`src/rtl/pipe_ctrl_pkg.sv`:
```
// Shared types and constants for the pipeline hazard controller.
// Latency: n/a (types, constants and a pure helper function only).
// Backpressure: n/a.
package pipe_ctrl_pkg;

    typedef enum logic {
        RUN      = 1'b0,
        REDIRECT = 1'b1
    } state_t;

    localparam logic [1:0] FWD_RF  = 2'b00;
    localparam logic [1:0] FWD_WB  = 2'b01;
    localparam logic [1:0] FWD_MEM = 2'b10;

    localparam int CNT_W_DEF = 16;

    // A producer hits a source only if it really writes a nonzero register.
    function automatic logic dest_hit(input logic [4:0] aw,
                                      input logic       we,
                                      input logic [4:0] src);
        return we && (aw != 5'd0) && (aw == src);
    endfunction

endpackage

```
`src/rtl/sat_cnt.sv`:
```
// Saturating event counter: counts cycles with inc high, holds at all-ones.
// Latency: q reflects an increment one clk edge after inc.
// Backpressure: none; inc is sampled every cycle.
module sat_cnt #(
    parameter int W = 16
) (
    input  logic         clk,
    input  logic         rst_n,
    input  logic         inc,
    output logic [W-1:0] q
);

    // Count up on inc, stop at the top value instead of wrapping.
    always_ff @(posedge clk or negedge rst_n) begin
        if (!rst_n) begin
            q <= '0;
        end else if (inc && (q != {W{1'b1}})) begin
            q <= q + 1'b1;
        end
    end

endmodule

```
`src/rtl/hazard_ctrl.sv`:
```
// Hazard controller for the 5-stage pipeline: PC/IF-ID enables, flushes, bubbles, EX forwarding (FWD_EN).
// Latency: controls combinational from inputs and state; state and counters update on clk.
// Backpressure: a stall holds PC and IF/ID and injects an ID/EX bubble; redirect overrides stall.
module hazard_ctrl
    import pipe_ctrl_pkg::*;
#(
    parameter int FLUSH_CYCLES = 1,
    parameter int CNT_W        = CNT_W_DEF
) (
    input  logic             clk,
    input  logic             rst_n,
    input  logic [4:0]       id_rs,
    input  logic [4:0]       id_rt,
    input  logic             id_use_rs,
    input  logic             id_use_rt,
    input  logic [4:0]       ex_rs,
    input  logic [4:0]       ex_rt,
    input  logic [4:0]       ex_aw,
    input  logic             ex_regwrite,
    input  logic             ex_er,
    input  logic             ex_pcsrc,
    input  logic             ex_jump,
    input  logic [4:0]       mem_aw,
    input  logic [4:0]       wb_aw,
    input  logic             mem_regwrite,
    input  logic             wb_regwrite,
    output logic             pc_we,
    output logic             ifid_we,
    output logic             ifid_flush,
    output logic             idex_flush,
    output logic [1:0]       fwd_a,
    output logic [1:0]       fwd_b,
    output logic [CNT_W-1:0] stall_cnt,
    output logic [CNT_W-1:0] flush_cnt
);

    state_t     state;
    logic [2:0] rem;
    logic       br_take;
    logic       redirect;
    logic       hazard;
    logic       stall;

    // A new redirect is only recognised in RUN; in REDIRECT, EX holds a bubble.
    assign br_take  = (state == RUN) && (ex_pcsrc || ex_jump);
    assign redirect = br_take || (state == REDIRECT);

`ifdef FWD_EN
    // With forwarding, only a load feeding the very next instruction must wait.
    assign hazard = ex_er &&
                    ((id_use_rs && dest_hit(ex_aw, ex_regwrite, id_rs)) ||
                     (id_use_rt && dest_hit(ex_aw, ex_regwrite, id_rt)));
`else
    // Without forwarding, wait until every in-flight producer has reached WB.
    assign hazard = (id_use_rs && (dest_hit(ex_aw,  ex_regwrite,  id_rs) ||
                                   dest_hit(mem_aw, mem_regwrite, id_rs))) ||
                    (id_use_rt && (dest_hit(ex_aw,  ex_regwrite,  id_rt) ||
                                   dest_hit(mem_aw, mem_regwrite, id_rt)));

    logic unused_nofwd;
    assign unused_nofwd = ^{ex_rs, ex_rt, wb_aw, wb_regwrite, ex_er};
`endif

    assign stall = hazard && !redirect;

    // Pipeline controls: reset forces NOPs, then redirect > stall > normal flow.
    always_comb begin
        pc_we      = 1'b1;
        ifid_we    = 1'b1;
        ifid_flush = 1'b0;
        idex_flush = 1'b0;
        if (!rst_n) begin
            pc_we      = 1'b0;
            ifid_we    = 1'b0;
            ifid_flush = 1'b1;
            idex_flush = 1'b1;
        end else if (redirect) begin
            ifid_flush = 1'b1;
            idex_flush = 1'b1;
        end else if (stall) begin
            pc_we      = 1'b0;
            ifid_we    = 1'b0;
            idex_flush = 1'b1;
        end
    end

    // EX operand selects: newest producer (MEM) wins over WB.
    always_comb begin
        fwd_a = FWD_RF;
        fwd_b = FWD_RF;
`ifdef FWD_EN
        if (rst_n) begin
            if (dest_hit(mem_aw, mem_regwrite, ex_rs))     fwd_a = FWD_MEM;
            else if (dest_hit(wb_aw, wb_regwrite, ex_rs))  fwd_a = FWD_WB;
            if (dest_hit(mem_aw, mem_regwrite, ex_rt))     fwd_b = FWD_MEM;
            else if (dest_hit(wb_aw, wb_regwrite, ex_rt))  fwd_b = FWD_WB;
        end
`endif
    end

    // Redirect FSM: the triggering cycle flushes once, REDIRECT covers the rest.
    always_ff @(posedge clk or negedge rst_n) begin
        if (!rst_n) begin
            state <= RUN;
            rem   <= '0;
        end else begin
            case (state)
                RUN: begin
                    if (br_take && (FLUSH_CYCLES > 1)) begin
                        state <= REDIRECT;
                        rem   <= 3'(FLUSH_CYCLES - 1);
                    end
                end
                REDIRECT: begin
                    rem <= rem - 3'd1;
                    if (rem <= 3'd1) begin
                        state <= RUN;
                    end
                end
                default: begin
                    state <= RUN;
                    rem   <= '0;
                end
            endcase
        end
    end

    sat_cnt #(.W(CNT_W)) u_stall_cnt (
        .clk   (clk),
        .rst_n (rst_n),
        .inc   (stall),
        .q     (stall_cnt)
    );

    sat_cnt #(.W(CNT_W)) u_flush_cnt (
        .clk   (clk),
        .rst_n (rst_n),
        .inc   (br_take),
        .q     (flush_cnt)
    );

endmodule

```
`config.mk`:
```
export PLATFORM = sky130hd
export DESIGN_NAME = hazard_ctrl
export DESIGN_NICKNAME = d
export VERILOG_FILES = /design/src/rtl/pipe_ctrl_pkg.sv /design/src/rtl/sat_cnt.sv /design/src/rtl/hazard_ctrl.sv
export SDC_FILE = /design/constraint.sdc
export NUM_CORES = 1
export LEC_CHECK = 0
export BUFFER_PORTS_ARGS = -buffer_cell sky130_fd_sc_hd__buf_2
export CAP_MARGIN = 10
export CORE_AREA = 2 2 90 92
export CTS_CLUSTER_SIZE = 10
export DETAILED_ROUTE_END_ITERATION = 16
export DIE_AREA = 0 0 92 94
export GPL_TIMING_DRIVEN = 0
export SLEW_MARGIN = 10
export SYNTH_ARGS = -nofsm -noshare
export SYNTH_HDL_FRONTEND = slang
export SYNTH_HIERARCHICAL = 1
export SYNTH_SLANG_ARGS = --single-unit
```
`constraint.sdc`:
```
create_clock -name clk -period 1.9 [get_ports clk]
set_input_delay 0.095 -clock clk [delete_from_list [all_inputs] [get_ports clk]]
set_output_delay 0.095 -clock clk [all_outputs]
set_load 0.01 [all_outputs]
```
==> results, run 1 <==
- The flow ran to the end, but the final reports show violations.
- The checks that failed: setup timing.
- The path class of the tightest hold or removal check is input port to asynchronous set/reset pin.
- The synthesized netlist devotes 27.6% of its cell area to simple gates.
- Of the cells placed in the final design, the portion with a size suffix greater than 1 is 40.0%.
- The first global-routing pass estimated 8900 microns of wire.
- The count of flip-flops with a built-in enable after synthesis is 0.
- Compared with the post-synthesis result, the final layout area differs by 30.2%.
- The count of different cell masters after synthesis is 39.
- The clock network burns 25.6% of the power.
- Data on the critical path is required at its endpoint by 2.05 ns.
- The HPWL after detailed placement is 3950 microns.
- After floorplanning, the core was divided into 32 placement rows.
- In the synthesized netlist, mux cells make up 1.44% of the area.
- The repair_antennas step left the layout with diodes totalling 0.
- The worst setup slack for register-to-register paths is 0.12 ns.
- Of the total synthesized cell area, the portion taken by full adders, half adders and majority gates is 2.22%.
- Once layout is complete, the utilization of the core stands at 38.6%.
- The share of total power dissipated in combinational logic is 24.8%.
- The post-synthesis cell type with the largest combined area is dfrtp_1.
- STA classifies the critical path endpoint as a flip-flop.
- The peak clock frequency supported by timing is 524 MHz.
- The post-synthesis sequential area ratio is 40.0%.
- The number of placed I/O pins is 85.
- Summing the areas of all compound-gate instances in the mapped netlist gives 12.5% of the synthesized area.
- The total of flip-flops plus latches after synthesis is 36.
- TritonCTS built the clock tree.
- The total global routing track utilization is 12.7%.
- Clock-pin slew was measured on the worst setup and hold paths at 0.07 ns.
- The category of the most critical setup path is input port to flip-flop.
- STA puts the critical path data arrival time at 2.06 ns.
- The final setup skew is 0.00641 ns.
- The area of the die is 0.00865 sq mm.
- The share of synthesized area in the top cell type comes to 40.0%.
- The region available for standard cell placement spans 0.00761 sq mm.
- The number of nets with antenna violations after routing is 0.
- The number of inserted filler cells in the final layout is 772.
- The final worst-path cycle share is 100%.
- The count of endpoints failing hold in the final timing report came to 0.
- The highest metal layer used by the detailed router is met4.
- The area of all placed cells without fillers is 0.00294 sq mm.
- The floorplan step set the die height to 94 microns.
- Dividing the detail-routed wire length by the instance count gives 13.5 microns.
- The number of slew-limit violations in the final report is 0.
- The met2 wirelength from detailed routing is 2500 microns.
- The via count of the first global-routing pass is 1876.
- The net count reported at finish is 339.
- CTS saw 36 sinks.
- The first routing iteration left 39 violations.
- Sequential cells burn 49.6% of the power.
- Once routing completed, OpenROAD measured the worst setup slack at -0.00869 ns.
- The die extent in x is 92 microns.
- After detailed routing, the number of remaining DRC violations is 0.
- The Yosys warning count is 6.
- The maximum number of pins on one net before global-route repair is 40.
- The synthesized-area fraction occupied by xor and xnor cells is 14.0%.
- Counting flops with an async set or reset pin after synthesis yields a share of 100%.
- The post-place instance area is 0.00273 sq mm.
- Setup repair after global routing could not meet its margin everywhere.
- Ranked by total cell area, the synthesized netlist is headed by dfrtp_1 (40%), xnor2_1 (8.9%), xor2_1 (5.0%).
- The number of standard cells in the final layout excluding fillers is 392.
- In this run the mean area of a mapped cell was 10.7 sq um.
- Subtracting the final worst setup slack from the clock period gives 1.91 ns.
- For this configuration, the core starts out at a cell density of 29.6%.
- The clock network latency to the later pin of the worst-skew pair is 0.28 ns.
- Summed over all cells, the static leakage comes to 0.00136 uW.
- For this design the ratio of total power to cell area is 678 mW/mm^2.
- The clock passes through at most 2 buffers.
- The routability congestion estimate from global placement is 0.836.
- By count the netlist is led by dfrtp_1 (36), xnor2_1 (23), nand4_1 (17).
- The final route contains 1967 vias.
- The total negative slack for setup checks is -0.00869 ns.
- The placed cell count is 378.
- Global routing finished with a remaining overflow of 0.
- After detailed routing, the met3 layer carries 289 microns of wire.
- For this design the total switching power over the nets is 670 uW.
- The internal portion of the total power is 1320 uW.
- The cell area that synthesis handed to floorplanning was 0.00225 sq mm.
- The total detailed-routing wirelength is 5310 microns.
- The initial antenna violation count came to 0.
- The worst-case IR drop observed on VDD is 0.000310 V.
- The flip-flop cell with the highest count after synthesis is dfrtp_1.
- After technology mapping, the gate count stands at 210.
- The worst-path maximum fanout is 5.
- The clock tree synthesis step divided the H-tree into 2 levels.
- The tool flagged a number of max-cap violations equal to 0.
- Setup violations remaining at the end of the flow were counted as 1.
- The root buffer cell chosen for the clock tree is clkbuf_8.
- The cell with the most instances after synthesis is dfrtp_1.
- The launch point of the worst reg-to-reg path is state.
- The fraction of power spent switching nets is 33.7%.
- In this run the worst setup path begins at ex_aw[1].
- Before antenna repair, the detailed router went through 4 iterations.
- During placement, the flow inserted port buffers numbering 63.
- Power comes to 1990 uW.
- Dividing the detail-routed via count by the number of cells gives 5.02.
- The wire length the detailed router placed on met1 is 2450 microns.
- The number of buffers added by the clock tree synthesis step is 5.
- The dominant combinational cell family by area after synthesis is simple AND/OR/NAND/NOR gates.
- STA classifies the critical path startpoint as an input port.
-- cells by family (layout without fill, tap and decap cells) --
| family | Yosys count | in the layout |
|---|---|---|
| and+or+nand+nor | 84 | 84 |
| DFF | 36 | 36 |
| adders and majority gates | 4 | 4 |
| xor gates and xnor gates | 36 | 36 |
| buffers and inverters | 8 | 85 |
| other | 1 | 4 |
| AOI/OAI and AO/OA | 38 | 38 |
| muxes | 3 | 3 |
-- metrics by stage --
stage	hold WS, ns	worst slack (ns)
floorplan	-0.201	0.0129
global placement	0.252	-0.292
detailed placement	0.261	-0.301
CTS	-0.0507	-0.0236
global route	0.308	-0.0431
finish	0.282	-0.00869
-- sequential cells by signal (all words and copies together), names as in the netlist --
name and flops:
rem 3, u_flush_cnt/q 16, u_stall_cnt/q 16, state 1
-- worst max-delay path, cell delays in order --
cell	delay (ns)
buf_2	0.12
or4_1	0.55
o21ai_2	0.22
nor4_2	0.09
nor2_2	0.18
o22ai_4	0.11
and3_4	0.20
and4_2	0.25
a31oi_1	0.17
a31oi_1	0.06
-- final timing paths --
path | to | cells past startpoint
max in group asynchronous | u_stall_cnt/q[7] | 3
min reg2reg | rem[2] | 1
max | u_stall_cnt/q[7] | 10
max reg2reg | u_stall_cnt/q[14] | 8
min in group clk | u_flush_cnt/q[0] | 5
min | u_flush_cnt/q[8] | 2
-- area by class of cell --
type / count / area, sq um / area share, %
well taps: 102 / 128 / 4.35
clock inverters: 1 / 5.00 / 0.171
repair buffers: 71 / 394 / 13.4
inverters: 2 / 7.51 / 0.256
flip-flops and latches: 36 / 902 / 30.7
clock buffers: 6 / 72.6 / 2.47
plain buffers: 5 / 37.5 / 1.28
multi-input cells: 169 / 1390 / 47.3
-- layer usage --
layer | vias up | GRT usage (%)
met2 | 54 | 21.3
met4 | 0 | 2.74
li1 | 952 | -
met1 | 953 | 16.4
met3 | 8 | 3.29
met5 | - | 0
-- cell usage in the layout (no fill, tap or decap), types with 3 or more instances in the layout --
master,Yosys,final
a31oi_1,6,6
nor4_2,0,3
xnor2_1,23,23
o21ai_0,4,4
and3_1,4,3
o21a_1,11,11
nor2_1,8,5
conb_1,1,4
nor2_2,2,5
a21oi_1,7,7
nand4_1,17,17
buf_2,0,63
ha_1,4,4
clkbuf_8,0,5
nor4_4,4,4
nand2_1,12,9
nand3_1,14,14
buf_4,5,10
xor2_1,13,13
dfrtp_1,36,35
-- power by group through the flow --
stage	Combinational (uW)	Sequential, uW	Clock (uW)
floorplan	239	1020	0
global placement	473	1000	0
detailed placement	480	999	0
CTS	484	988	539
global route	550	1010	568
finish	494	987	509
-- what timing repair did --
| item | in CTS | in global routing |
|---|---|---|
| setup buffers | 6 | 0 |
| setup endpoints to repair | 13 | 16 |
| pin swaps | 8 | 2 |
| resized for setup | 6 | 9 |
| endpoints found under the hold margin | 36 | 24 |
(Power assumes the default switching activity.)
==> run 2, diff against run 1 <==
CORE_AREA = 8 8 96 98   (was 2 2 90 92)
DIE_AREA = 0 0 104 106   (was 0 0 92 94)
==> results, run 2 (synthesized netlist as in run 1, its figures left out) <==
- The flow ran to the end, but the final reports show violations.
- The checks that failed: hold timing.
- The area of all placed cells without fillers is 0.00296 sq mm.
- The number of standard-cell rows in the floorplan is 33.
- The setup check on the worst reg-to-reg path leaves a slack of 0.13 ns.
- The routed design has 5720 microns of wire.
- The total global routing track utilization is 10.4%.
- VDD sags by at most 0.000540 V.
- The maximum clock path buffer count is 2.
- The routed via count is 1939.
- The critical path startpoint category is an input port.
- The floorplan step set the die width to 104 microns.
- The library cell used most frequently in the layout, excluding fill and tap cells, is buf_2.
- The sort of element at the end of the critical path is a flip-flop.
- The routability congestion estimate from global placement is 0.824.
- After detailed placement, the total cell area comes to 0.00273 sq mm.
- The first global-routing pass estimated 9670 microns of wire.
- The minimum clock period is 1.83 ns.
- From bottom edge to top edge, the die measures 106 microns.
- The total of buffers placed on input and output ports is 63.
- The root buffer cell chosen for the clock tree is clkbuf_8.
- The die covers 0.0110 sq mm.
- Across the routed clock network, the largest skew measured is 0.00705 ns.
- The initial antenna violation count is 0.
- The critical path is of the input port to flip-flop type.
- The pin slew with the least headroom to its limit is 0.893 ns.
- The final count of negative-setup-slack endpoints is 0.
- Dividing the detail-routed wire length by the instance count gives 14.6 microns.
- The via count of the first global-routing pass is 2083.
- The worst hold slack across all endpoints is -0.0713 ns.
- The area growth from synthesis to layout is 31.4%.
- The CTS tree is yes.
- The clock drives 36 sinks.
- The worst path setup slack after routing is 0.0654 ns.
- The power consumption is 2070 uW.
- The number of nets with antenna violations after routing is 0.
- The class of the tightest hold or removal check is input port to asynchronous set/reset pin.
- The ratio of routed vias to standard cells is 4.93.
- Max-cap violations in this run came to 0.
- The footprint of the flip-flops and latches is 902 sq um.
- For this configuration, the core starts out at a cell density of 28.7%.
- The number of buffers added by the clock tree synthesis step is 5.
- The post-placement setup slack is -0.295 ns.
- The clock-pin slew reported for the worst setup and hold paths after clock tree synthesis is 0.07 ns.
- Of the available clock period, the critical path in the final layout requires 96.6%.
- The number of inserted filler cells in the final layout is 791.
- In the final design database the tool counted 336 nets.
- The floorplan step defined a core boundary enclosing 0.00785 sq mm.
- The number of slew-limit violations in the final report is 0.
- The number of antenna diodes in the final layout is 0.
- The detailed-routing iteration count for the pre-antenna-repair pass is 4.
- The DRC violation count after routing is 0.
- The leakage power is 0.00135 uW.
- The H-tree was split into 2 levels.
- In the final layout, the registers with the most flip-flops are u_flush_cnt/q x16, u_stall_cnt/q x16, rem x3.
- For the final routed database, the setup TNS stands at 0 ns.
- The power density normalized to cell area is 697 mW/mm^2.
- The maximum number of pins on one net before global-route repair is 40.
- The multi-input combinational cells in the finished layout cover a total of 0.00143 sq mm.
- At the worst endpoint, the arrival time is 2.00 ns.
- The share of layout cells above drive strength 1 is 40.6%.
- For this block, the initial DRC count from the detailed router was 43.
- For the worst setup path, the data required time is 2.07 ns.
- The worst-path maximum fanout is 4.
- The clock network latency to the later pin of the worst-skew pair is 0.29 ns.
- Setup repair after global routing could not meet its margin everywhere.
- Timing would allow up to 545 MHz.
- The leftover overflow at the end of global routing is 0.
- In this run the count of I/O pins placed on the die edge is 85.
- The count of endpoints failing hold in the final timing report came to 36.
- The HPWL after detailed placement is 4350 microns.
- The worst max-slew margin expressed relative to the limit is 40.5%.
- The top cell types in the final layout, fill and taps aside, are buf_2 (61), dfrtp_1 (35), xnor2_1 (22), nand4_1 (17), nand3_1 (14).
==> run 2: cell count changes in the layout (fill, tap and decap cells not counted), sizes merged <==
cell,change
clkinv,-1
dlygate4sd3,-1
clkbuf,+2
buf,-2
==> run 2: where the power goes <==
group | internal, uW | leakage, uW | total [uW] | switching (uW)
combinational | 224 | 0.000812 | 510 | 286
clock | 296 | 0.0000455 | 564 | 268
sequential | 850 | 0.000488 | 991 | 141
==> run 2: path summary, 6_finish.rpt <==
path / end / start / cells past startpoint
max: u_stall_cnt/q[7] / ex_aw[4] / 11
min: u_stall_cnt/q[13] / rst_n / 1
max reg2reg: u_stall_cnt/q[14] / state / 8
min reg2reg: rem[2] / rem[2] / 1
max in group asynchronous: state / rst_n / 1
min in group clk: u_flush_cnt/q[0] / ex_pcsrc / 5
==> run 2: metal layers <==
metal	global-route usage, %	share of wire, %	vias to the layer above	wire length, microns
met3	3.39	5.3	7	301
met5	0	0	-	0
met4	3.41	1.3	0	77
met2	18.1	51	47	2890
li1	-	-	944	-
met1	11.8	43	941	2450
==> run 2: cell type report <==
type,instances,share of cell area [%]
buffer,5,1.27
clock buffer,8,3.04
inverter,2,0.253
multi-input combinational,169,48.1
sequential,36,30.4
tap,105,4.43
timing repair buffer,68,12.5
==> run 2: repair_timing <==
item,in CTS,in global routing
pin swaps,10,13
gates resized for setup,13,12
buffers inserted,3,2
endpoints found under the setup margin,13,18
hold endpoints to repair,36,0
==> run 2: stage by stage <==
stage | std cells | hold slack [ns] | utilization (%)
global placement | 381 | 0.268 | 34.8
global route | 393 | 0.00798 | 37.8
detailed placement | 381 | 0.278 | 34.8
floorplan | 213 | -0.201 | -
CTS | 391 | -0.0354 | 36.9
finish | 393 | -0.0713 | 37.8
==> run 2: worst max-delay path, cell delays in order <==
cell     delay, ns
buf_6         0.10
or4_4         0.54
o21ai_4       0.21
nor4_4        0.06
nor2_2        0.19
o22ai_4       0.11
buf_6         0.13
and3_4        0.16
and4_4        0.19
a31oi_1       0.15
a31oi_1       0.05
==> run 3, diff against run 2 <==
CORE_AREA = 8 8 85 87   (was 8 8 96 98)
DIE_AREA = 0 0 93 95   (was 0 0 104 106)
PLACE_DENSITY = 0.68   (was not set)
==> results, run 3 (synthesized netlist as in run 1, its figures left out) <==
- The first-pass GRT wire length is 9430 microns.
- In the final layout, the registers with the most flip-flops are u_flush_cnt/q x16, u_stall_cnt/q x16, rem x3.
- In this run switching power makes up 34.0% of total power.
- The standard cell core area is 0.00582 sq mm.
- The worst setup path is launched from an input port.
- The worst setup slack for register-to-register paths is 0.06 ns.
- The share of layout cells above drive strength 1 is 41.1%.
- The end point of the critical path is pc_we.
- The area of the die is 0.00884 sq mm.
- The worst-case reg-to-reg path depth is 8.
- Setup slack on the critical path of the routed design comes to 0.0111 ns.
- For this run, the top clock speed supported by timing is 529 MHz.
- The startpoint of the worst setup timing path is mem_aw[4].
- The number of max-cap violations is 0.
- The number of placed I/O pins is 85.
- Global routing finished with a remaining overflow of 0.
- The initial utilization of the core area, before any placement, comes to 38.8%.
- The number of inserted filler cells in the final layout is 539.
- Using the TritonRoute via totals, the vias-per-cell ratio works out to 5.49.
- The CTS tree is yes.
- No sink is reached through more buffers than the 2 on the longest clock path.
- The critical path crosses 9 cells after its start point.
- For the worst-skew pair, the clock arrives at the later sink with an insertion delay of 0.29 ns.
- The final count of negative-setup-slack endpoints is 0.
- The hold path depth is 5.
- The worst ir drop on vdd is 0.000738 V.
- The cell family with the largest share of critical-path delay is simple AND/OR/NAND/NOR gates.
- Clock-pin slew was measured on the worst setup and hold paths at 0.07 ns.
- In this run the worst hold path is classified as input port to flip-flop.
- The critical path's largest stage delay is 0.55 ns.
- The die span in y is 95 microns.
- The via count of the first global-routing pass is 2005.
- The slowest stage cell on the critical path is or4_4.
- The layout-stage area growth over the synthesis result is 32.4%.
- The total negative slack for setup checks is 0 ns.
- In the final layout, flip-flops and latches occupy 902 sq um.
- The count of endpoints failing hold in the final timing report is 0.
- The final setup skew is 0.00368 ns.
- The power density normalized to cell area is 697 mW/mm^2.
- The routed via count is 2016.
- The switching power is 707 uW.
- The die extent in x is 93 microns.
- The worst path uses 99.4% of the clock period.
- Summed over all cells, the static leakage comes to 0.00139 uW.
- Setup repair after global routing could not meet its margin everywhere.
- The minimum clock period is 1.89 ns.
- The endpoint identified for the worst register-to-register timing path is u_stall_cnt/q[5].
- The routed design has 6010 microns of wire.
- The worst-path maximum fanout is 3.
- The critical path goes through buf_2, or4_4, o21ai_4, nor4_2, nor2_2, buf_4, o221a_1, buf_4, buf_2.
- The clock network is responsible for 27.8% of the overall power.
- Entering global routing, the biggest net connects 40 pins.
- The buffer and inverter count on the worst path is 4.
- The library cell used most frequently in the layout, excluding fill and tap cells, is buf_2.
- The worst setup path is captured at a primary output.
- The depth of the CTS H-tree is 2.
- The total global routing track utilization is 13.1%.
- Measured on the finished design, the core utilization comes to 51.3%.
- At the worst endpoint, the required time is 1.80 ns.
- The initial antenna violation count is 0.
- The total of buffers placed on input and output ports is 63.
- The internal portion of the total power is 1370 uW.
- The net count reported at finish is 340.
- The number of design-rule violations left by the first detailed-router iteration is 49.
- The category of the most critical setup path is input port to primary output.
- The DRC violation count after routing is 0.
- The post-placement setup slack is -0.279 ns.
- The worst hold slack across all endpoints is 0.284 ns.
- Data on the critical path arrives at its endpoint at 1.79 ns.
- The startpoint identified for the worst register-to-register timing path is state.
- The fraction of power consumed by combinational cells is 24.8%.
- The number of nets with antenna violations after routing is 0.
- The tree is rooted in a clkbuf_8.
- The number of slew-limit violations in the final report is 0.
- The average routed wire per standard cell is 16.4 microns.
- The half-perimeter wire length after detailed placement is 4190 microns.
- CTS saw 36 sinks.
- The library cells used most frequently in the layout, excluding fill and tap cells, are buf_2 (63), dfrtp_1 (35), xnor2_1 (23), nand4_1 (17), nand3_1 (14).
- The power consumption is 2080 uW.
- Sequential cells burn 47.3% of the power.
- Summing all multi-input logic gate instances after layout gives 0.00145 sq mm.
- The number of inserted diodes is 0.
- The congestion estimate from routability-driven global placement came to 0.881.
- The number of buffers added by the clock tree synthesis step is 5.
- The first detailed-routing pass took 4 iterations.
- The number of standard-cell rows in the floorplan is 28.
- The flow ran to the end, and the final reports show no timing, DRC or antenna violations.
[run 3: how the worst min path moves through the flow]
| stage | start | to |
|---|---|---|
| 3_5_place_dp | rst_n | u_stall_cnt/q[3] |
| 4_1_cts | rst_n | u_stall_cnt/q[2] |
| 6_report | ex_pcsrc | u_flush_cnt/q[0] |
| 3_3_place_gp | rst_n | u_stall_cnt/q[3] |
| 2_1_floorplan | rst_n | rem[0] |
| 5_1_grt | ex_pcsrc | u_flush_cnt/q[0] |
[run 3: final cells by class]
| type | count | share of cell area, % |
|---|---|---|
| multi-input cells | 169 | 48.6 |
| flip-flops and latches | 36 | 30.2 |
| repair buffers | 72 | 13.5 |
| well taps | 75 | 3.14 |
| clock buffers | 8 | 3.02 |
| plain buffers | 5 | 1.26 |
| inverters | 2 | 0.252 |
[run 3: power by group through the flow]
stage               sequential, uW  combinational (uW)  clock, uW
CTS                            984                 500        589
global route                  1000                 575        618
detailed placement             996                 483          0
finish                         985                 516        579
global placement               999                 469          0
floorplan                     1020                 239          0
[run 3: per-stage QoR]
stage / cells / cell area (sq um)
after global placement: 351 / 2690
final: 367 / 2980
after CTS: 362 / 2860
after detailed placement: 351 / 2690
after floorplan: 213 / 2280
after global routing: 367 / 2980
[run 3: tightest hold or removal path, delay by kind of cell]
family / cells / cell delay, ns
simple gates: 2 / 0.20
compound gates: 1 / 0.07
xor+xnor: 1 / 0.06
buf+inv: 1 / 0.12
[run 3: what timing repair did]
action,in CTS,in global routing
resized for setup,13,12
endpoints found under the setup margin,11,15
pin swaps,13,9
buffers inserted,4,2
hold endpoints to repair,36,7
[run 3: per-layer routing]
layer,up-vias,routed length [microns],share of wire [%],global-route usage (%)
li1,956,-,-,-
met1,990,2550,42,15.1
met2,57,2990,50,22.4
met3,13,379,6.3,4.13
met4,0,92,1.5,4.70
met5,-,0,0,0
